[config.mk]
export PLATFORM = sky130hd
export DESIGN_NAME = or_frame_accumulator
export DESIGN_NICKNAME = d
export VERILOG_FILES = /design/src/rtl/or_pkg.sv /design/src/rtl/or_frame_accumulator_or.sv /design/src/rtl/or_frame_accumulator.sv
export SDC_FILE = /design/constraint.sdc
export NUM_CORES = 1
export LEC_CHECK = 0
export BUFFER_PORTS_ARGS = -buffer_cell sky130_fd_sc_hd__buf_2
export CAP_MARGIN = 20
export CORE_ASPECT_RATIO = 1.1
export CORE_MARGIN = 2
export CORE_UTILIZATION = 40
export DETAILED_ROUTE_END_ITERATION = 8
export GPL_TIMING_DRIVEN = 0
export PLACE_DENSITY = 0.58
export SKIP_CTS_REPAIR_TIMING = 1
export SLEW_MARGIN = 20
export SYNTH_ARGS = -nofsm -noshare
export SYNTH_HDL_FRONTEND = slang
export SYNTH_HIERARCHICAL = 1
export SYNTH_SLANG_ARGS = --single-unit
[constraint.sdc]
create_clock -name clk -period 4.1 [get_ports clk]
set_clock_uncertainty 0.1 [all_clocks]
set_input_delay 1.025 -clock clk [delete_from_list [all_inputs] [get_ports clk]]
set_output_delay 1.025 -clock clk [all_outputs]
set_load 0.02 [all_outputs]
[src/rtl/or_pkg.sv]
// Shared types and default sizes for the Or block and its frame accumulator.
package or_pkg;

    typedef enum logic [1:0] {
        IDLE  = 2'b00,
        ACCUM = 2'b01,
        HOLD  = 2'b10
    } or_acc_state_t;

    localparam int OR_BITWIDTH = 8;
    localparam int OR_FRAMELEN = 4;

endpackage

[src/rtl/or_frame_accumulator_or.sv]
// The Or block: purely combinational bitwise OR of two words.
module or_frame_accumulator_or #(
    parameter int BitWidth = 8
) (
    input  logic [BitWidth-1:0] A,
    input  logic [BitWidth-1:0] B,
    output logic [BitWidth-1:0] C
);

    assign C = A | B;

endmodule

[src/rtl/or_frame_accumulator.sv]
// ORs up to FrameLen accepted words into a sticky accumulator and presents one
// result word per frame on a valid/ready output, with a one-cycle HOLD bubble.
module or_frame_accumulator
    import or_pkg::*;
#(
    parameter  int BitWidth   = OR_BITWIDTH,
    parameter  int FrameLen   = OR_FRAMELEN,
    localparam int CountWidth = $clog2(FrameLen + 1)
) (
    input  logic                  clk,
    input  logic                  rst_n,
    input  logic                  in_valid,
    output logic                  in_ready,
    input  logic [BitWidth-1:0]   in_data,
    input  logic                  in_last,
    output logic                  out_valid,
    input  logic                  out_ready,
    output logic [BitWidth-1:0]   out_data,
    output logic [CountWidth-1:0] out_count
);

    or_acc_state_t         stateReg, stateNext;
    logic [BitWidth-1:0]   accReg, accNext;
    logic [CountWidth-1:0] countReg, countNext;
    logic                  inReadyReg, inReadyNext;
    logic                  outValidReg, outValidNext;
    logic [BitWidth-1:0]   outDataReg, outDataNext;
    logic [CountWidth-1:0] outCountReg, outCountNext;
    logic [BitWidth-1:0]   orResult;
    logic [CountWidth-1:0] countInc;
    logic                  accept, emit, lastBeat;

    or_frame_accumulator_or #(.BitWidth(BitWidth)) orInst (
        .A(accReg),
        .B(in_data),
        .C(orResult)
    );

    assign accept   = in_valid && inReadyReg;
    assign emit     = outValidReg && out_ready;
    assign countInc = countReg + CountWidth'(1);
    // Holds for the IDLE load too, since count is 0 there.
    assign lastBeat = in_last || (int'(countReg) + 1 == FrameLen);

    always_comb begin
        stateNext    = stateReg;
        accNext      = accReg;
        countNext    = countReg;
        outValidNext = outValidReg;
        outDataNext  = outDataReg;
        outCountNext = outCountReg;
        case (stateReg)
            IDLE: begin
                if (accept) begin
                    accNext   = in_data;
                    countNext = CountWidth'(1);
                    stateNext = lastBeat ? HOLD : ACCUM;
                end
            end
            ACCUM: begin
                if (accept) begin
                    accNext   = orResult;
                    countNext = countInc;
                    if (lastBeat) stateNext = HOLD;
                end
            end
            HOLD: begin
                if (emit) begin
                    stateNext    = IDLE;
                    accNext      = '0;
                    countNext    = '0;
                    outValidNext = 1'b0;
                    outDataNext  = '0;
                    outCountNext = '0;
                end
            end
            default: stateNext = IDLE;
        endcase
        // Capture the finished frame on entry to HOLD so outputs stay frozen there.
        if (stateReg != HOLD && stateNext == HOLD) begin
            outValidNext = 1'b1;
            outDataNext  = accNext;
            outCountNext = countNext;
        end
        inReadyNext = (stateNext != HOLD);
    end

    always_ff @(posedge clk or negedge rst_n) begin
        if (!rst_n) begin
            stateReg    <= IDLE;
            accReg      <= '0;
            countReg    <= '0;
            inReadyReg  <= 1'b0;
            outValidReg <= 1'b0;
            outDataReg  <= '0;
            outCountReg <= '0;
        end else begin
            stateReg    <= stateNext;
            accReg      <= accNext;
            countReg    <= countNext;
            inReadyReg  <= inReadyNext;
            outValidReg <= outValidNext;
            outDataReg  <= outDataNext;
            outCountReg <= outCountNext;
        end
    end

    assign in_ready  = inReadyReg;
    assign out_valid = outValidReg;
    assign out_data  = outDataReg;
    assign out_count = outCountReg;

endmodule

==> qor.yml, run 1 <==
yosys:
  synthTopCellsByArea: "dfrtp_1, mux2i_1, o2bb2ai_1, nand2_1, or2_1"
  yosys_warnings: 6
  synth_top_area_share_pct: 50.5
  syn-cell-area_mm2: 0.00129
  syn_inst: 111
  netlist.top_cell.by_area: "dfrtp_1"
  synth.avg_cell_area_um2: 11.6
  synth_seq_cells: 26
  ys_seq_area_share_pct: 50.5
  syn-num-nets: 126
  yosysUniqueCellTypes: 27
floorplanning:
  ios: 26
  start_util_pct: 42.2
  die_h_um: 63.5
  fp-row-count: 21
  die_w_um: 58.1
  die-area_mm2: 0.00369
  core_area_mm2: 0.00305
place:
  placed_area_mm2: 0.00146
  port_buffers: 25
  dp.cells: 170
  place.gp.congestion: 0.745
  place_hpwl_um: 1750
power_and_ir_drop:
  vdd_drop_max_mv: 0.293
  power_leakage_nw: 0.776
  power.density_mw_per_mm2: 746
final_layout:
  drive_above_1_share_pct: 28.6
  layout_commonest_cell: "buf_2"
  num-nets-final: 156
  area_growth_pct: 17.1
  stdcell_area_mm2: 0.00151
  fin_util_pct: 49.5
  fillCellCount: 265
  n_antenna_cell: 0
  final_cell_mix: "buf_2, dfrtp_1, mux2i_1"
  stdcell_count: 174
sta:
  finalSetupTns_ns: 0
  rsz0062_at_grt: "no"
  hold-worst-slack_ns: 0.403
  finalHoldViolCount: 0
  period_share_pct: 51.0
  max_slew_margin_pct: 61.0
  drv_slew: 0
  tightest_slew_ns: 0.585
  finalSetupViolations: 0
  min_period_ns: 2.09
  fmaxAchievable_ghz: 0.478
global_route:
  grt_start_max_net_pins: 27
  gr-usage-all-layers_pct: 15.0
  grt_pass1_wl_um: 4230
  grt_pass1_vias: 911
  antenna_found_initial: 0
  grt_overflow_total: 0
critical_path:
  critPathCaptureType: "output pin"
  cp_top_family: "flip-flops"
  startpoint_type: "register"
  required_ns: 2.97
  cp_slowest_stage_delay_ns: 0.45
  crit_path_max_fanout: 4
  critPathArrivalTime_ns: 0.96
  crit_type: "register to output pin"
  crit_buf_inv: 1
  crit_slowest_cell: "dfrtp_1"
  crit_chain: "buf_2"
job:
  maxCapViolCount: 0
outcome:
  status: "finished, final reports clean"
clock_tree:
  cts_buffers: 3
  h-tree-depth: 1
  path_clk_slew_ns: 0.14
  clock_tree.root_cell: "clkbuf_4"
  clock_tree.buffer_depth: 2
  cts_sinks: 26
  clock_latency_ns: 0.33
  tritoncts: "yes"
detailed_routing:
  first_iter_violations: 26
  antenna_left: 0
  routed_wl_um: 2450
  num_vias: 896
  routedWlPerCell_um: 14.1
  drc: 0
  dr.pass1.iters: 4
  post_drt_via_cell_ratio: 5.15
worst_hold_path:
  hp-class: "register to register"
-- cell usage after synthesis, drive strengths merged --
library cell / count
dfrtp: 26
mux2i: 18
nand2: 16
o2bb2ai: 8
or2: 8
buf: 6
inv: 4
nand2b: 3
nand3: 3
and2: 2
ha: 2
nand3b: 2
o211ai: 2
o21ai: 2
a211oi: 1
a21boi: 1
a21oi: 1
a31o: 1
a32o: 1
and3b: 1
nand4b: 1
nor2b: 1
or3: 1
-- layer usage --
| metal | track usage [%] | part of all wire (%) | up-vias |
|---|---|---|---|
| met5 | 0 | 0 | - |
| met4 | 5.23 | 0.61 | 0 |
| met3 | 2.87 | 4.3 | 2 |
| met2 | 24.4 | 48 | 15 |
| met1 | 19.8 | 47 | 430 |
| li1 | - | - | 449 |
-- metrics by stage --
| stage | setup slack (ns) | power, mW |
|---|---|---|
| 4_1_cts | 1.99 | 1.14 |
| 2_1_floorplan | 2.23 | 0.813 |
| 3_3_place_gp | 2.03 | 0.949 |
| 3_5_place_dp | 2.03 | 0.960 |
| 5_1_grt | 1.96 | 1.22 |
| 6_report | 2.01 | 1.13 |
-- kinds of logic (layout without fill, tap and decap cells) --
family	Yosys count	in the layout	share of synthesized area, %
AND/OR/NAND/NOR	38	38	17.1
flip-flops	26	26	50.5
multiplexers	18	18	14.0
AO/OA/AOI/OAI	17	17	11.3
buffers and inverters	10	39	5.15
adder cells (fa/ha/maj)	2	2	1.94
-- registers in the layout, summed over array words and instances (netlist names) --
register   cells
accReg         8
countReg       3
in_ready       1
out_count      3
out_data       8
out_valid      1
stateReg       2
-- cell type report --
cell class,instances,area [um2],area share (%)
Clock buffer,3,22.5,1.49
Inverter,4,15.0,0.996
Sequential cell,26,651,43.2
Multi-Input combinational cell,75,571,37.8
Clock inverter,1,30.0,1.99
Buffer,6,51.3,3.40
Timing Repair Buffer,25,125,8.30
Tap cell,34,42.5,2.82
-- path summary, 6_finish.rpt --
path                              from           end  slack (ns)  depth (start not counted)
max reg2reg                countReg[0]   out_data[1]        2.47                          5
max                          out_valid     out_valid        2.01                          1
min in group asynchronous        rst_n  out_count[1]        0.57                          1
min reg2reg                  accReg[3]     accReg[3]        0.40                          1
max in group asynchronous        rst_n      in_ready        2.94                          1
min                          accReg[3]     accReg[3]        0.40                          1
-- power breakdown --
part           total, mW  switching (mW)  leakage [nW]  internal [mW]
Combinational      0.509           0.286         0.425          0.223
Sequential         0.437          0.0688         0.324          0.368
Clock              0.179          0.0804        0.0279         0.0989
(Power assumes the default switching activity.)
==> run 2, diff against run 1 <==
--- a/config.mk
+++ b/config.mk
@@ -12,7 +12,7 @@
 export CORE_UTILIZATION = 40
 export DETAILED_ROUTE_END_ITERATION = 8
 export GPL_TIMING_DRIVEN = 0
-export PLACE_DENSITY = 0.58
+export PLACE_DENSITY = 0.61
 export SKIP_CTS_REPAIR_TIMING = 1
 export SLEW_MARGIN = 20
 export SYNTH_ARGS = -nofsm -noshare
==> constraint.sdc (replaced) <==
create_clock -name clk -period 1.7 [get_ports clk]
set_clock_uncertainty 0.1 [all_clocks]
set_input_delay 0.425 -clock clk [delete_from_list [all_inputs] [get_ports clk]]
set_output_delay 0.425 -clock clk [all_outputs]
set_load 0.02 [all_outputs]
==> qor.yml, run 2 (synthesis results as in run 1) <==
final_layout:
  num-nets-final: 161  # +3.2%
  fillCellCount: 292  # +10%
  stdcell_area_mm2: 0.00157  # +4.0%
  fin_util_pct: 51.4  # +2.0 points
  drive_above_1_share_pct: 32.4  # +3.8 points
  area_growth_pct: 21.8
  stdcell_count: 179  # +2.9%
  layout_commonest_cell: "buf_2"
  final_cell_mix: "buf_2, dfrtp_1, mux2i_1"
  n_antenna_cell: 0  # unchanged
worst_hold_path:
  hp-class: "input port to asynchronous set/reset pin"
detailed_routing:
  post_drt_via_cell_ratio: 5.15  # about the same
  first_iter_violations: 15  # -42%
  dr.pass1.iters: 4  # unchanged
  antenna_left: 0  # unchanged
  routed_wl_um: 2720  # +11%
  num_vias: 922  # +2.9%
  routedWlPerCell_um: 15.2  # +7.9%
  drc: 0  # unchanged
global_route:
  antenna_found_initial: 0  # unchanged
  grt_pass1_wl_um: 4330  # +2.3%
  grt_pass1_vias: 927  # +1.8%
  grt_overflow_total: 0  # unchanged
  grt_start_max_net_pins: 27  # unchanged
  gr-usage-all-layers_pct: 15.4  # +0.39 points
critical_path:
  reg2reg_slack_ns: 0.09  # -2.38 ns
  reg2reg_from: "countReg[1]"
  r2r-end: "out_data[2]"
  startpoint_type: "register"
  required_ns: 1.86  # -1.11 ns
  critPathArrivalTime_ns: 1.78  # +0.82 ns
  crit_path_max_fanout: 6  # +2
  critPathCaptureType: "register"
  ff2ff_path_depth: 5  # unchanged
  crit_type: "register to register"
floorplanning:
  core_area_mm2: 0.00305  # unchanged
  ios: 26  # unchanged
  die-area_mm2: 0.00369  # unchanged
  fp-row-count: 21  # unchanged
  start_util_pct: 42.2  # unchanged
  die_w_um: 58.1  # unchanged
  die_h_um: 63.5  # unchanged
sta:
  drv_slew: 0  # unchanged
  finalHoldViolCount: 26  # +26
  hold-worst-slack_ns: -0.0157  # -0.418 ns
  finalSetupTns_ns: 0  # unchanged
  rsz0062_at_grt: "no"
  period_share_pct: 94.8
  worst_slack_ns: 0.0886  # -1.92 ns
  max_slew_margin_pct: 59.7  # -1.3 points
  finalSetupViolations: 0  # unchanged
  tightest_slew_ns: 0.604  # +0.0190 ns
  fmaxAchievable_ghz: 0.621
  min_period_ns: 1.61
outcome:
  failed_checks: "hold timing"
  status: "finished with violations"
clock_tree:
  cts_buffers: 3  # unchanged
  clock_latency_ns: 0.32  # about the same
  tritoncts: "yes"
  clock_tree.root_cell: "clkbuf_4"
  clock_tree.buffer_depth: 2  # unchanged
  h-tree-depth: 1  # unchanged
  path_clk_slew_ns: 0.15  # about the same
  cts_sinks: 26  # unchanged
place:
  place_hpwl_um: 1880  # +7.2%
  port_buffers: 25  # unchanged
  dp.cells: 170  # unchanged
  place.gp.congestion: 0.859  # +15%
  placed_area_mm2: 0.00146  # unchanged
  pre_cts_ws_ns: 0.0727  # -1.95 ns
power_and_ir_drop:
  power_leakage_nw: 0.807  # +3.9%
  power.density_mw_per_mm2: 1790  # +140%
  vdd_drop_max_mv: 0.842  # +190%
job:
  maxCapViolCount: 0  # unchanged
run 2: cell types whose count changed in the layout (fill, tap and decap cells not counted):
cell and delta:
clkbuf_16 +1, nor2b_1 -1, nor2b_2 +1, ha_1 -1, ha_2 +1, buf_4 +4
run 2: metrics by stage:
step	total power [mW]	hold WS (ns)
after floorplan	1.96	0.0294
after global placement	2.29	0.358
after detailed placement	2.33	0.363
after CTS	2.76	-0.0184
after global routing	3.01	0.0144
final	2.81	-0.0157
run 2: layout make-up:
cell class                 instances  area (um2)  share of cell area (%)
sequential                        26         651                    41.5
multi-input combinational         75         576                    36.7
timing repair buffer              30         180                    11.5
buffer                             6        51.3                    3.27
tap                               34        42.5                    2.71
clock inverter                     1        30.0                    1.92
clock buffer                       3        22.5                    1.44
inverter                           4        15.0                   0.958
run 2: power breakdown:
group	total (mW)	switching [mW]	internal [mW]
sequential	1.06	0.167	0.888
combinational	1.33	0.731	0.595
clock	0.428	0.190	0.238
run 2: critical path, stage by stage, from the launching register on:
cell	delay, ns
dfrtp_1	0.41
ha_2	0.19
nor2b_2	0.17
o21ai_4	0.30
clkbuf_16	0.21
mux2i_1	0.17
run 2: worst max-delay path by stage:
stage | to | startpoint | slack [ns] | cells after the start
after floorplan | out_data[1] | countReg[0] | 0.24 | 5
after global placement | out_data[4] | countReg[0] | 0.11 | 5
after detailed placement | out_data[6] | countReg[0] | 0.07 | 5
after CTS | out_data[3] | countReg[0] | 0.04 | 5
after global routing | out_data[5] | countReg[1] | 0.009 | 5
final | out_data[2] | countReg[1] | 0.09 | 5
run 2: metal layers:
layer,wire length (um),global-route usage [%],up-vias
li1,-,-,452
met5,0,0,-
met4,12,5.81,0
met2,1260,24.1,24
met3,100,2.46,2
met1,1350,21.2,444
==> run 3, diff against run 2 <==
--- a/config.mk
+++ b/config.mk
@@ -5,6 +5,7 @@
 export SDC_FILE = /design/constraint.sdc
 export NUM_CORES = 1
 export LEC_CHECK = 0
+export ABC_AREA = 1
 export BUFFER_PORTS_ARGS = -buffer_cell sky130_fd_sc_hd__buf_2
 export CAP_MARGIN = 20
 export CORE_ASPECT_RATIO = 1.1
@@ -12,7 +13,7 @@
 export CORE_UTILIZATION = 40
 export DETAILED_ROUTE_END_ITERATION = 8
 export GPL_TIMING_DRIVEN = 0
-export PLACE_DENSITY = 0.61
+export PLACE_DENSITY = 0.58
 export SKIP_CTS_REPAIR_TIMING = 1
 export SLEW_MARGIN = 20
 export SYNTH_ARGS = -nofsm -noshare
==> constraint.sdc (replaced) <==
create_clock -name clk -period 1.6 [get_ports clk]
set_clock_uncertainty 0.1 [all_clocks]
set_input_delay 0.4 -clock clk [delete_from_list [all_inputs] [get_ports clk]]
set_output_delay 0.4 -clock clk [all_outputs]
set_load 0.02 [all_outputs]
==> qor.yml, run 3 <==
yosys:
  synth.most_common_cell: "nand2_1"
  synth.avg_cell_area_um2: 7.43  # -36%
  yosysUniqueCellTypes: 17  # -37%
  yosys_warnings: 6  # unchanged
  netlist.top_cell.by_area: "dfrtp_1"
  syn_inst: 185  # +67%
  synth-edff-count: 0  # unchanged
  async_reset_ff_share_pct: 100  # unchanged
  synth_xor_area_share_pct: 0  # unchanged
  synth_seq_cells: 26  # unchanged
  synth-simple-area-share_pct: 38.4  # +21 points
  synth_compound_area_share_pct: 1.36  # -9.9 points
  synthTopCellsByArea: "dfrtp_1, nand2_1, nand3_1, inv_1, nand2_2"
  syn-num-nets: 200  # +59%
  ys_seq_area_share_pct: 47.3  # -3.2 points
  syn-cell-area_mm2: 0.00138  # +6.8%
  synth_top_family_by_area: "simple AND/OR/NAND/NOR gates"
  synth_top_area_share_pct: 47.3  # -3.2 points
  synth_top_flop_cell: "dfrtp_1"
  synthAdderAreaFrac_pct: 1.82  # -0.12 points
  synth_mux_area_share_pct: 0  # -14 points
  synthTopCellsByCount: "nand2_1, nand3_1, dfrtp_1"
critical_path:
  reg2reg_from: "countReg[0]"
  crit_slowest_cell: "dfrtp_1"
  cp.depth: 7  # +2
  crit_path_max_fanout: 10  # +4
  startpoint_type: "register"
  r2r-end: "out_count[2]"
  reg2reg_slack_ns: 0.12  # +0.04 ns
  cp_slowest_stage_delay_ns: 0.41  # about the same
  crit_buf_inv: 1  # unchanged
  required_ns: 1.72  # -0.14 ns
  critPathCaptureType: "register"
  crit_chain: "ha_1 -> nand2_1 -> nand2_1 -> nand3_2 -> buf_4 -> nand3_1 -> nand2_1"
  ff2ff_path_depth: 7  # +2
  crit_top_cell: "nand2_1"
  crit_start: "countReg[0]"
  critPathArrivalTime_ns: 1.60  # -0.18 ns
  cp_top_family: "simple AND/OR/NAND/NOR gates"
  crit_type: "register to register"
sta:
  drv_slew: 0  # unchanged
  hold-worst-slack_ns: 0.310  # +0.326 ns
  max_slew_margin_pct: 61.3  # +1.5 points
  finalHoldViolCount: 0  # -100%
  finalSetupTns_ns: 0  # unchanged
  worst_slack_ns: 0.124  # +0.0359 ns
  finalSetupViolations: 0  # unchanged
  tightest_slew_ns: 0.581  # -0.0232 ns
  fmaxAchievable_ghz: 0.678  # +9.2%
  min_period_ns: 1.48  # -0.136 ns
  period_share_pct: 92.2  # -2.6 points
power_and_ir_drop:
  power_mw: 2.83  # +0.88%
  power_leakage_nw: 0.978  # +21%
  power.density_mw_per_mm2: 1770  # -1.3%
  vdd_drop_max_mv: 0.700  # -17%
job:
  maxCapViolCount: 0  # unchanged
detailed_routing:
  met3WireLength_um: 75  # -25%
  drc: 0  # unchanged
  dr.pass1.iters: 4  # unchanged
  dr_wl_met2_um: 1400  # +11%
  num_vias: 1176  # +28%
  first_iter_violations: 61  # +46
  routedWlPerCell_um: 11.7  # -23%
  antenna_left: 0  # unchanged
  top_layer: "met4"
  routed_wl_um: 2930  # +7.8%
  wl_met1_um: 1450  # +7.3%
  post_drt_via_cell_ratio: 4.69  # -9.0%
place:
  port_buffers: 25  # unchanged
  place.gp.congestion: 0.813  # -5.4%
  place_hpwl_um: 2160  # +15%
  pre_cts_ws_ns: 0.0728  # +0.000157 ns
  placed_area_mm2: 0.00155  # +6.2%
clock_tree:
  cts_sinks: 26  # unchanged
  cts_buffers: 3  # unchanged
  tritoncts: "yes"
  clock_tree.buffer_depth: 2  # unchanged
  clock_tree.root_cell: "clkbuf_4"
  clock_latency_ns: 0.31  # about the same
  h-tree-depth: 1  # unchanged
  path_clk_slew_ns: 0.14  # about the same
final_layout:
  multiInputGateArea_um2: 582  # +1.1%
  drive_above_1_share_pct: 22.8  # -9.6 points
  n_antenna_cell: 0  # unchanged
  stdcell_area_mm2: 0.00160  # +2.2%
  num-nets-final: 231  # +43%
  area_growth_pct: 16.5
  layout_commonest_cell: "nand2_1"
  fillCellCount: 352  # +21%
  final_cell_mix: "nand2_1, nand3_1, buf_2"
  regArea_um2: 651  # unchanged
global_route:
  grt_pass1_wl_um: 5010  # +16%
  grt_start_max_net_pins: 27  # unchanged
  grt_pass1_vias: 1142  # +23%
  gr-usage-all-layers_pct: 16.7  # +1.2 points
  grt_overflow_total: 0  # unchanged
  antenna_found_initial: 0  # unchanged
worst_hold_path:
  whs_endpoint: "accReg[5]"
  hold_start: "in_data[5]"
  hold_depth: 5
  hp-class: "input port to register"
floorplanning:
  fp-row-count: 22  # +4.8%
  die_w_um: 59.9  # +3.1%
  core_area_mm2: 0.00330  # +8.4%
  die_h_um: 65.5  # +3.1%
  die-area_mm2: 0.00392  # +6.4%
  start_util_pct: 41.6  # -0.61 points
  ios: 26  # unchanged
outcome:
  status: "finished, final reports clean"
==> run 3: cell types whose count changed in the layout (fill, tap and decap cells not counted), moves of 2 or more <==
cell and delta:
nand2_1 +61, nand3_1 +30, inv_1 +19, mux2i_1 -18
o2bb2ai_1 -8, or2_1 -8, nand2_2 +5, inv_2 +3
nand2b_1 -3, buf_2 -2, nand3b_1 -2, nor2_1 +2
o211ai_1 -2
==> run 3: metrics by stage <==
stage | utilization [%] | cells
2_1_floorplan | - | 185
3_3_place_gp | 46.8 | 246
3_5_place_dp | 46.8 | 246
4_1_cts | 47.9 | 250
5_1_grt | 48.5 | 251
6_report | 48.5 | 251
==> run 3: tightest hold or removal path, stage by stage <==
cell and delay (ns):
buf_2 0.09, nand2_1 0.05, nand2_1 0.05, nand2_1 0.04, nand2_1 0.07
==> run 3: routing by layer <==
layer / global-route usage [%] / vias up
met4: 3.33 / 0
met3: 1.77 / 2
li1: - / 626
met2: 28.0 / 17
met5: 0 / -
met1: 23.1 / 531
==> run 3: worst max path at each step <==
stage | endpoint | slack (ns)
after floorplan | out_count[2] | 0.24
after global placement | out_count[2] | 0.06
after detailed placement | out_data[4] | 0.07
after CTS | out_count[2] | 0.08
after global routing | out_data[2] | -0.02
final | out_count[2] | 0.12
==> run 3: kinds of logic after synthesis <==
kind of cell,Yosys count
simple gates,121
fa+ha+maj,2
flops,26
compound gates,3
buf+inv,33
==> run 3: power by group <==
group / leakage [nW] / internal (mW) / switching, mW
clock network: 0.0210 / 0.139 / 0.189
registers: 0.331 / 0.919 / 0.159
logic: 0.626 / 0.504 / 0.925
==> run 3: layout make-up <==
| cell class | count | share of cell area (%) |
|---|---|---|
| multi-input cells | 126 | 36.3 |
| plain buffers | 7 | 3.44 |
| repair buffers | 26 | 8.44 |
| clock buffers | 4 | 2.27 |
| well taps | 36 | 2.81 |
| inverters | 26 | 6.09 |
| flip-flops and latches | 26 | 40.6 |
